<file path="config.mk">
export PLATFORM = sky130hd
export DESIGN_NAME = reg_scoreboard
export DESIGN_NICKNAME = d
export VERILOG_FILES = /design/src/rtl/reg_scoreboard.sv
export SDC_FILE = /design/constraint.sdc
export NUM_CORES = 1
export LEC_CHECK = 0
export CELL_PAD_IN_SITES_DETAIL_PLACEMENT = 1
export CELL_PAD_IN_SITES_GLOBAL_PLACEMENT = 1
export CORE_MARGIN = 2
export CORE_UTILIZATION = 44
export CTS_CLUSTER_SIZE = 14
export DETAILED_ROUTE_END_ITERATION = 8
export GPL_TIMING_DRIVEN = 0
export PLACE_DENSITY = 0.85
export SETUP_SLACK_MARGIN = 0.15
export SYNTH_ARGS = -nofsm -noshare
export SYNTH_HDL_FRONTEND = slang
export SYNTH_SLANG_ARGS = --single-unit
export TNS_END_PERCENT = 30
</file>
<file path="constraint.sdc">
create_clock -name clk -period 3.45 [get_ports clk]
set_input_delay 0.69 -clock clk [delete_from_list [all_inputs] [get_ports clk]]
set_output_delay 0.69 -clock clk [all_outputs]
set_load 0.01 [all_outputs]
</file>
<file path="src/rtl/reg_scoreboard.sv">
// Register-hazard scoreboard: per-register countdown to forwardability.
// Optional variable-latency PENDING state under SCOREBOARD_VARLAT_EN.
module reg_scoreboard #(
  parameter int NREG    = 8,
  parameter int AW      = $clog2(NREG),
  parameter int CW      = 3,
  parameter int NRD     = 2,
  parameter int LAT_ALU = 2,
  parameter int LAT_MEM = 1
) (
  input  logic              clk,
  input  logic              reset,
  input  logic              flush_decode,
  input  logic              issue_valid,
  input  logic              issue_mem,
  input  logic              issue_var,
  input  logic [AW-1:0]     issue_adr,
  input  logic              wb_valid,
  input  logic [AW-1:0]     wb_adr,
  input  logic [NRD*AW-1:0] rd_adr,
  output logic [NRD-1:0]    rd_busy,
  output logic [NRD*CW-1:0] rd_cnt,
  output logic [NREG*CW-1:0] reg_cnt,
  output logic              issue_stall
);

  if (LAT_ALU > 2**CW-1 || LAT_MEM > 2**CW-1) begin : g_lat_chk
    $error("reg_scoreboard: latency does not fit in CW bits");
  end

  typedef enum logic [1:0] {
    S_IDLE,
    S_COUNT,
    S_PEND
  } st_e;

  localparam logic [CW-1:0] LA = CW'(LAT_ALU);
  localparam logic [CW-1:0] LM = CW'(LAT_MEM);

  st_e           st_q  [NREG];
  st_e           st_d  [NREG];
  logic [CW-1:0] cnt_q [NREG];
  logic [CW-1:0] cnt_d [NREG];

  logic          var_op;
  logic          wb_en;
  logic          issue_eff;
  logic [CW-1:0] lat;

`ifdef SCOREBOARD_VARLAT_EN
  assign var_op      = issue_var;
  assign wb_en       = wb_valid;
  assign issue_stall = issue_valid & (st_q[issue_adr] == S_PEND);
`else
  logic unused_varlat;
  assign unused_varlat = issue_var ^ wb_valid;
  assign var_op        = 1'b0;
  assign wb_en         = 1'b0;
  assign issue_stall   = 1'b0;
`endif

  assign issue_eff = issue_valid & ~flush_decode & ~issue_stall;
  assign lat       = issue_mem ? LM : LA;

  always_ff @(posedge clk) begin
    if (reset) begin
      for (int r = 0; r < NREG; r++) begin
        st_q[r]  <= S_IDLE;
        cnt_q[r] <= '0;
      end
    end else begin
      for (int r = 0; r < NREG; r++) begin
        st_q[r]  <= st_d[r];
        cnt_q[r] <= cnt_d[r];
      end
    end
  end

  // Load takes max(decremented, latency) so a younger fast writer
  // never shortens an older slow one.
  always_comb begin
    logic [CW-1:0] nc;
    logic          hit;
    logic          wb_hit;
    nc     = '0;
    hit    = 1'b0;
    wb_hit = 1'b0;
    for (int r = 0; r < NREG; r++) begin
      hit    = issue_eff & (issue_adr == AW'(r));
      wb_hit = wb_en & (wb_adr == AW'(r));
      nc     = (cnt_q[r] != '0) ? cnt_q[r] - 1'b1 : '0;
      cnt_d[r] = nc;
      st_d[r]  = (nc != '0) ? S_COUNT : S_IDLE;
      unique case (1'b1)
        (st_q[r] == S_PEND): begin
          cnt_d[r] = '0;
          st_d[r]  = wb_hit ? S_IDLE : S_PEND;
        end
        (hit && var_op): begin
          cnt_d[r] = '0;
          st_d[r]  = S_PEND;
        end
        hit: begin
          if (lat > nc) nc = lat;
          cnt_d[r] = nc;
          st_d[r]  = (nc != '0) ? S_COUNT : S_IDLE;
        end
        default: ;
      endcase
    end
  end

  always_comb begin
    logic [AW-1:0] a;
    a       = '0;
    reg_cnt = '0;
    rd_cnt  = '0;
    rd_busy = '0;
    for (int r = 0; r < NREG; r++) begin
      reg_cnt[r*CW +: CW] = cnt_q[r];
    end
    for (int k = 0; k < NRD; k++) begin
      a = rd_adr[k*AW +: AW];
      rd_cnt[k*CW +: CW] = cnt_q[a];
      rd_busy[k]         = (st_q[a] != S_IDLE);
    end
  end

endmodule
</file>
Yosys cells after proc, flatten, opt, wreduce, memory -nomap -nowiden
Memories as Yosys holds them, arrays and structs flattened.
Index checks and enable logic that the tools add are counted.
Operators by class
  add/subtract/negate cells: 8
  magnitude comparators: 8
  equality and inequality tests: 15
  multiplexer cells: 76
  bitwise gates (word level): 26
  reductions and logical operators: 27
Operators with widths (count)
  $mux W3: 32
  $reduce_bool A3 Y1: 24
  $pmux W3 S2: 8
  $pmux W2 S2: 8
  $gt A2 B3 Y1: 8
  $sub A3 B1 Y3 const B: 8
  $mux W1: 19
  $mux W2: 9
  $eq A2 B2 Y1 const B: 8
  $or A1 B1 Y1: 16
  $eq A3 B3 Y1 const B: 4
  $and A1 B1 Y1: 9
  $eq A3 B2 Y1 const B: 2
  $reduce_bool A2 Y1: 2
  $eq A3 B1 Y1 const B: 1
  $logic_not A3 Y1: 1
  $not A1 Y1: 1
Word-level totals
  register bits after elaboration: 0
  memory bits (writable): 40
  bits of input ports: 19
  output and inout bits: 33
  memories: 2
Memories
  cnt_q: words 8, width 3, read ports 10, clocked after memory_dff 0, wr ports 8, line 42  | logic [CW-1:0] cnt_q [NREG];
  st_q: words 8, width 2, read ports 10, clocked after memory_dff 0, wr ports 8, line 40  | st_e st_q [NREG];

Depth between registers and ports, before layout
Gate-level depths: netlist (run 1).
An unclocked memory read counts as a cell.
  word-level depth: 10
  depth in mapped cells: 8

Worst setup path before layout (run 1)
OpenSTA, ideal clock, no wires.
  path type: input-to-reg
  from: input issue_mem
  to: memory cnt_q[0][1]
  setup time: 0.121 ns
  data arrival time: 2.435 ns
  required time: 3.329 ns
  setup slack: 0.893 ns
  cell stages on the path: 7
  path through: buf_6 > buf_6 > inv_1 > ha_1 > a2111oi_0 > o311ai_2 > mux2_4
RTL lines
  start: declaration: line 15  | input logic issue_mem,
  end: declaration: line 42

==> impl_metrics.ini, run 1 <==
[power]
cellPowerDensity_mw_per_mm2 = 288
total_power_w = 0.00105
peakVddDrop_v = 0.000226
p_leak_nw = 1.35

[synthesis]
ys_seq_area_frac = 0.269
synth_seq_cells = 40
yosysUniqueCellTypes = 63
syn_nets = 359
yosys.area.top_type = dfxtp_1
synth_top_area_share = 0.269
async_flop_share = 0
netlist_area_mm2 = 0.00297
yosys_warnings = 0
syn_inst = 329
synth-edff-count = 0
synth_ff_type = dfxtp_1
yosys-top-cells-area = dfxtp_1 (27%), mux4_2 (9.9%), ha_1 (4.6%), a21oi_1 (4.0%), nor2_1 (3.8%)
synth_area_per_cell_um2 = 9.03

[floorplanning]
io_pins = 52
die_x_um = 86.2
die_h_um = 86.2
start_util = 0.460
dieArea_mm2 = 0.00743
num_rows = 29
core_area_mm2 = 0.00646

[detailed_routing]
drc_errors = 0
finalWirelength_um = 9790
drt_first_pass_iters = 5
via_per_inst = 6.55
ant_nets = 0
avgRoutedWirePerCell_um = 21.5
vias = 2987
drt-initial-drc-count = 190

[status]
status = complete, no violations

[setup_path]
end_kind = register
cp_max_fo = 13
critical_path.startpoint = issue_mem
reg2reg_setup_slack_ns = 0.95
r2r-end = st_q[4][0]$_SDFF_PP0_
path_class = in2reg
arrival_ns = 3.43
r2r_start = cnt_q[4][2]$_SDFF_PP0_
start_kind = input port
r2r_cells = 7
crit_required_ns = 3.66

[sta]
setup_ws_ns = 0.233
slew_headroom = 0.566
fin_crit_sh = 0.932
fin_crit_ns = 3.22
setup_viol = 0
hold_viol_final = 0
fmax_mhz = 311
fin_skew_ns = 0.00611
timing.hold.ws_ns = 0.490
max_slew.worst_pin.slew_ns = 0.650
rsz0062_at_grt = yes
slew_violations = 0

[clocking]
clk_pin_slew_ns = 0.09
htree_levels = 2
cts_root_buffer = clkbuf_8
cts_tree = yes
cts_buffer_depth = 2
cts_sinks = 40
numCtsBuffers = 5
clkLatencyLatePin_ns = 0.32
cts_hold_buf = 0

[flow_run]
maxCapViolCount = 0

[final_layout]
fillers = 766
synthToLayoutAreaGrowth_pct = 22.1
fin_nets = 408
n_antenna_cell = 0
drive_above_1_share = 0.153
postLayoutCoreUtil = 0.562
postLayoutCellArea_mm2 = 0.00363

[place]
place.gp.congestion = 0.831
hpwl_um = 6940
port_buffers = 39
dpl_cell_area_mm2 = 0.00346
dp_slack_ns = -0.346

[grt]
antenna_found_initial = 0
grt_use_total = 0.279
gr-total-overflow = 0
grt_pass1_vias = 3007
grt_pass1_wl_um = 15800
grt_max_degree = 14

[min_path]
whs_path_depth = 2
min_to = st_q[3][1]$_SDFF_PP0_
min_path_type = reg2reg
hold_path.startpoint = st_q[3][1]$_SDFF_PP0_
[final cells by class]
cell class / count / area [µm²] / area share
buffer: 20 / 139 / 0.0383
clock buffer: 7 / 96.3 / 0.0266
clock inverter: 1 / 30.0 / 0.00828
inverter: 13 / 48.8 / 0.0135
multi-input combinational: 256 / 2000 / 0.552
sequential: 40 / 801 / 0.221
tap: 77 / 96.3 / 0.0266
timing repair buffer: 42 / 413 / 0.114
[per-layer routing]
metal / track usage / vias to the layer above / share of wire
met2: 0.464 / 123 / 0.49
met5: 0 / - / 0
met4: 0.126 / 0 / 0.035
met1: 0.354 / 1482 / 0.41
met3: 0.0476 / 36 / 0.061
li1: - / 1346 / -
[cell usage after synthesis (5+ instances only)]
master and instances:
a21oi_1 24, buf_2 5, clkbuf_1 9, dfxtp_1 40, ha_1 11, inv_1 13
mux2_2 6, mux2i_1 5, mux4_2 13, nand2_1 14, nand2b_1 12, nor2_1 30
nor2b_1 13, nor3_1 14, nor3b_1 11, o21ai_0 20, or3b_1 5
[sequential cells by signal (all words and copies together) (netlist names)]
register and cells:
st_q 16, cnt_q 24
[through the flow]
stage               instances  TNS (ns)
floorplan                 329         0
global placement          445     -1.21
detailed placement        445     -1.71
CTS                       456         0
global route              456         0
finish                    456         0
[worst max-delay path, stage by stage]
cell and delay, ns:
clkdlybuf4s50_1 0.46, buf_6 0.18, buf_6 0.16, inv_1 0.46, ha_1 0.37, a2111oi_0 0.55
o311ai_2 0.22, mux2_4 0.33
[power by group]
part | internal [W] | total (W) | switching, W
Combinational | 0.0000568 | 0.000137 | 0.0000807
Sequential | 0.000463 | 0.000465 | 0.00000243
Clock | 0.000256 | 0.000443 | 0.000187
[placed cells by master (no fill, tap or decap), types with 5 or more instances in the layout]
| master | n |
|---|---|
| nand2_1 | 14 |
| o21ai_0 | 20 |
| mux2_2 | 6 |
| nor3b_1 | 11 |
| clkbuf_1 | 7 |
| nor3_1 | 14 |
| a21oi_1 | 24 |
| buf_2 | 5 |
| clkbuf_8 | 10 |
| nor2b_1 | 13 |
| inv_1 | 13 |
| mux2i_1 | 5 |
| dfxtp_1 | 40 |
| or3b_1 | 5 |
| nor2_1 | 30 |
| nand2b_1 | 12 |
| mux4_2 | 13 |
| ha_1 | 11 |
| clkdlybuf4s50_1 | 36 |
[worst max path at each step]
stage	endpoint	cells past startpoint	slack, ns
after floorplan	cnt_q[0][1]$_SDFF_PP0_	7	0.89
after global placement	rd_cnt[4]	5	-0.29
after detailed placement	rd_cnt[4]	5	-0.35
after CTS	rd_cnt[1]	5	0.11
after global routing	cnt_q[0][1]$_SDFF_PP0_	8	0.09
final	cnt_q[0][1]$_SDFF_PP0_	8	0.23
[logic make-up after synthesis]
kind of cell,synth area share
buffers and inverters,0.0564
other,0.00126
multiplexers,0.167
AO/OA/AOI/OAI,0.216
AND/OR/NAND/NOR,0.244
flip-flops,0.269
adder cells (fa/ha/maj),0.0463
[timing repair]
| item | CTS | global route |
|---|---|---|
| hold endpoints to repair | 0 | 0 |
| setup buffers | 3 | 0 |
| setup endpoints to repair | 8 | 3 |
| resized for setup | 8 | 1 |
No activity file was read; power rests on OpenSTA's default activity.
==> run 2: changes to the inputs <==
--- a/config.mk
+++ b/config.mk
@@ -9,6 +9,8 @@
 export CELL_PAD_IN_SITES_GLOBAL_PLACEMENT = 1
 export CORE_MARGIN = 2
 export CORE_UTILIZATION = 44
+export CTS_BUF_LIST = sky130_fd_sc_hd__clkbuf_4 sky130_fd_sc_hd__clkbuf_8 sky130_fd_sc_hd__clkbuf_16
+export CTS_CLUSTER_DIAMETER = 100
 export CTS_CLUSTER_SIZE = 14
 export DETAILED_ROUTE_END_ITERATION = 8
 export GPL_TIMING_DRIVEN = 0
==> results of run 2 <==
Final layout, timing and power as in run 1 (identical DEF).
==> run 3: changes to the inputs <==
--- a/config.mk
+++ b/config.mk
@@ -8,13 +8,13 @@
 export CELL_PAD_IN_SITES_DETAIL_PLACEMENT = 1
 export CELL_PAD_IN_SITES_GLOBAL_PLACEMENT = 1
 export CORE_MARGIN = 2
-export CORE_UTILIZATION = 44
+export CORE_UTILIZATION = 40
 export CTS_BUF_LIST = sky130_fd_sc_hd__clkbuf_4 sky130_fd_sc_hd__clkbuf_8 sky130_fd_sc_hd__clkbuf_16
 export CTS_CLUSTER_DIAMETER = 100
 export CTS_CLUSTER_SIZE = 14
 export DETAILED_ROUTE_END_ITERATION = 8
 export GPL_TIMING_DRIVEN = 0
-export PLACE_DENSITY = 0.85
+export PLACE_DENSITY = 0.9
 export SETUP_SLACK_MARGIN = 0.15
 export SYNTH_ARGS = -nofsm -noshare
 export SYNTH_HDL_FRONTEND = slang
==> constraint.sdc (replaced) <==
create_clock -name clk -period 3.05 [get_ports clk]
set_input_delay 0.61 -clock clk [delete_from_list [all_inputs] [get_ports clk]]
set_output_delay 0.61 -clock clk [all_outputs]
set_load 0.01 [all_outputs]
==> impl_metrics.ini, run 3 (synthesis results as in run 1) <==
[status]
status = complete, no violations

[detailed_routing]
drt-initial-drc-count = 243
vias = 2972
drc_errors = 0
ant_nets = 0
avgRoutedWirePerCell_um = 21.4
via_per_inst = 6.13
finalWirelength_um = 10400
drt_first_pass_iters = 4

[place]
hpwl_um = 7160
place.gp.congestion = 0.892
place_inst = 467
port_buffers = 39

[sta]
fin_skew_ns = 0.0114
setup_viol = 0
slew_violations = 0
fin_setup_tns_ns = 0
max_slew.worst_pin.slew_ns = 0.712
slew_headroom = 0.525
fin_crit_ns = 2.88
hold_viol_final = 0
rsz0062_at_grt = yes
fmax_mhz = 347
fin_crit_sh = 0.944

[final_layout]
fillers = 861
drive_above_1_share = 0.189
top_regs = cnt_q (24), st_q (16)
fin_nets = 415
instances_no_fill = 485
largest_reg_flops = 24
final_common_cell = dfxtp_1
n_antenna_cell = 0
postLayoutCoreUtil = 0.520
final_cell_mix = dfxtp_1 (40), clkdlybuf4s50_1 (31), nor2_1 (30), a21oi_1 (24), o21ai_0 (20)
synthToLayoutAreaGrowth_pct = 26.2
largest_register = cnt_q

[clocking]
cts_root_buffer = clkbuf_8
htree_levels = 2
cts_hold_buf = 0
clk_pin_slew_ns = 0.09
cts_sinks = 40
cts_tree = yes
numCtsBuffers = 5
clkLatencyLatePin_ns = 0.31
cts_buffer_depth = 2

[setup_path]
start_kind = input port
end_kind = primary output
r2r-end = st_q[4][0]$_SDFF_PP0_
reg2reg_setup_slack_ns = 0.48
path_class = in2out
slowest_delay_ns = 0.48
crit_end = rd_cnt[2]
cp_slowest_cell = clkdlybuf4s50_1
critical_path.startpoint = rd_adr[0]
r2r_start = cnt_q[4][2]$_SDFF_PP0_
cp_max_fo = 4
arrival_ns = 2.27
crit_chain = dlygate4sd2_1 > clkbuf_8 > buf_4 > mux4_2 > mux2_2 > clkdlybuf4s50_1
crit_required_ns = 2.44
r2r_cells = 7

[grt]
grt_use_total = 0.257
grt_max_degree = 13
grt_pass1_wl_um = 16600
antenna_found_initial = 0
gr-total-overflow = 0
grt_pass1_vias = 3114

[floorplanning]
io_pins = 52
die_x_um = 90.2
die_h_um = 90.2
start_util = 0.412
num_rows = 31
core_area_mm2 = 0.00721
dieArea_mm2 = 0.00813

[power]
peakVddDrop_v = 0.000142
cellPowerDensity_mw_per_mm2 = 320
p_leak_nw = 1.41

[flow_run]
maxCapViolCount = 0

[min_path]
min_path_type = reg2reg
run 3: cell types whose count changed in the layout (fill, tap and decap cells not counted), sizes merged:
cell and delta:
buf +7, clkdlybuf4s50 -5, clkinvlp +1, dlygate4sd2 +5
inv -1
run 3: routing by layer:
metal | share of wire | track usage | up-vias
met5 | 0 | 0 | -
met4 | 0.033 | 0.108 | 0
met3 | 0.055 | 0.0553 | 32
met2 | 0.49 | 0.434 | 110
met1 | 0.42 | 0.318 | 1481
li1 | - | - | 1349
run 3: worst max-delay path: cells and delay by family:
family	cells	cell delay (ns)
buffers and inverters	4	1.07
multiplexers	2	0.59
run 3: layout make-up:
type	count	area (µm²)	area share
well taps	99	124	0.0330
clock inverters	1	30.0	0.00801
repair buffers	49	472	0.126
plain buffers	20	145	0.0387
multi-input cells	256	2030	0.541
inverters	13	52.6	0.0140
clock buffers	7	96.3	0.0257
flip-flops and latches	40	801	0.213
run 3: how the worst min path moves through the flow:
stage                       endpoint  slack, ns             startpoint  cells past startpoint
6_report       st_q[3][1]$_SDFF_PP0_       0.50  st_q[3][1]$_SDFF_PP0_                      2
3_3_place_gp   st_q[3][1]$_SDFF_PP0_       0.43  st_q[3][1]$_SDFF_PP0_                      2
3_5_place_dp   st_q[3][1]$_SDFF_PP0_       0.46  st_q[3][1]$_SDFF_PP0_                      2
4_1_cts        st_q[3][1]$_SDFF_PP0_       0.49  st_q[3][1]$_SDFF_PP0_                      2
2_1_floorplan  st_q[3][1]$_SDFF_PP0_       0.42  st_q[3][1]$_SDFF_PP0_                      2
5_1_grt        st_q[3][1]$_SDFF_PP0_       0.53  st_q[3][1]$_SDFF_PP0_                      2
run 3: timing repair:
action                     4_1_cts  5_1_grt
resized for setup               22        2
setup endpoints to repair       18       16
buffers inserted                 6        4
pin swaps                        2        0
run 3: per-stage QoR:
step / hold WS, ns / instance area [µm²] / setup slack [ns] / power [W]
floorplan: 0.423 / 2970 / 0.573 / 0.000634
finish: 0.501 / 3750 / 0.171 / 0.00120
detailed placement: 0.457 / 3490 / -0.576 / 0.000686
global route: 0.526 / 3750 / 0.121 / 0.00123
global placement: 0.431 / 3490 / -0.504 / 0.000679
CTS: 0.495 / 3700 / -0.0128 / 0.00118
run 3: report_power, final:
part	total, W	switching [W]	internal (W)	leakage [nW]
registers	0.000527	0.00000295	0.000524	0.322
logic	0.000170	0.0000969	0.0000731	1.03
clock network	0.000503	0.000214	0.000289	0.0645
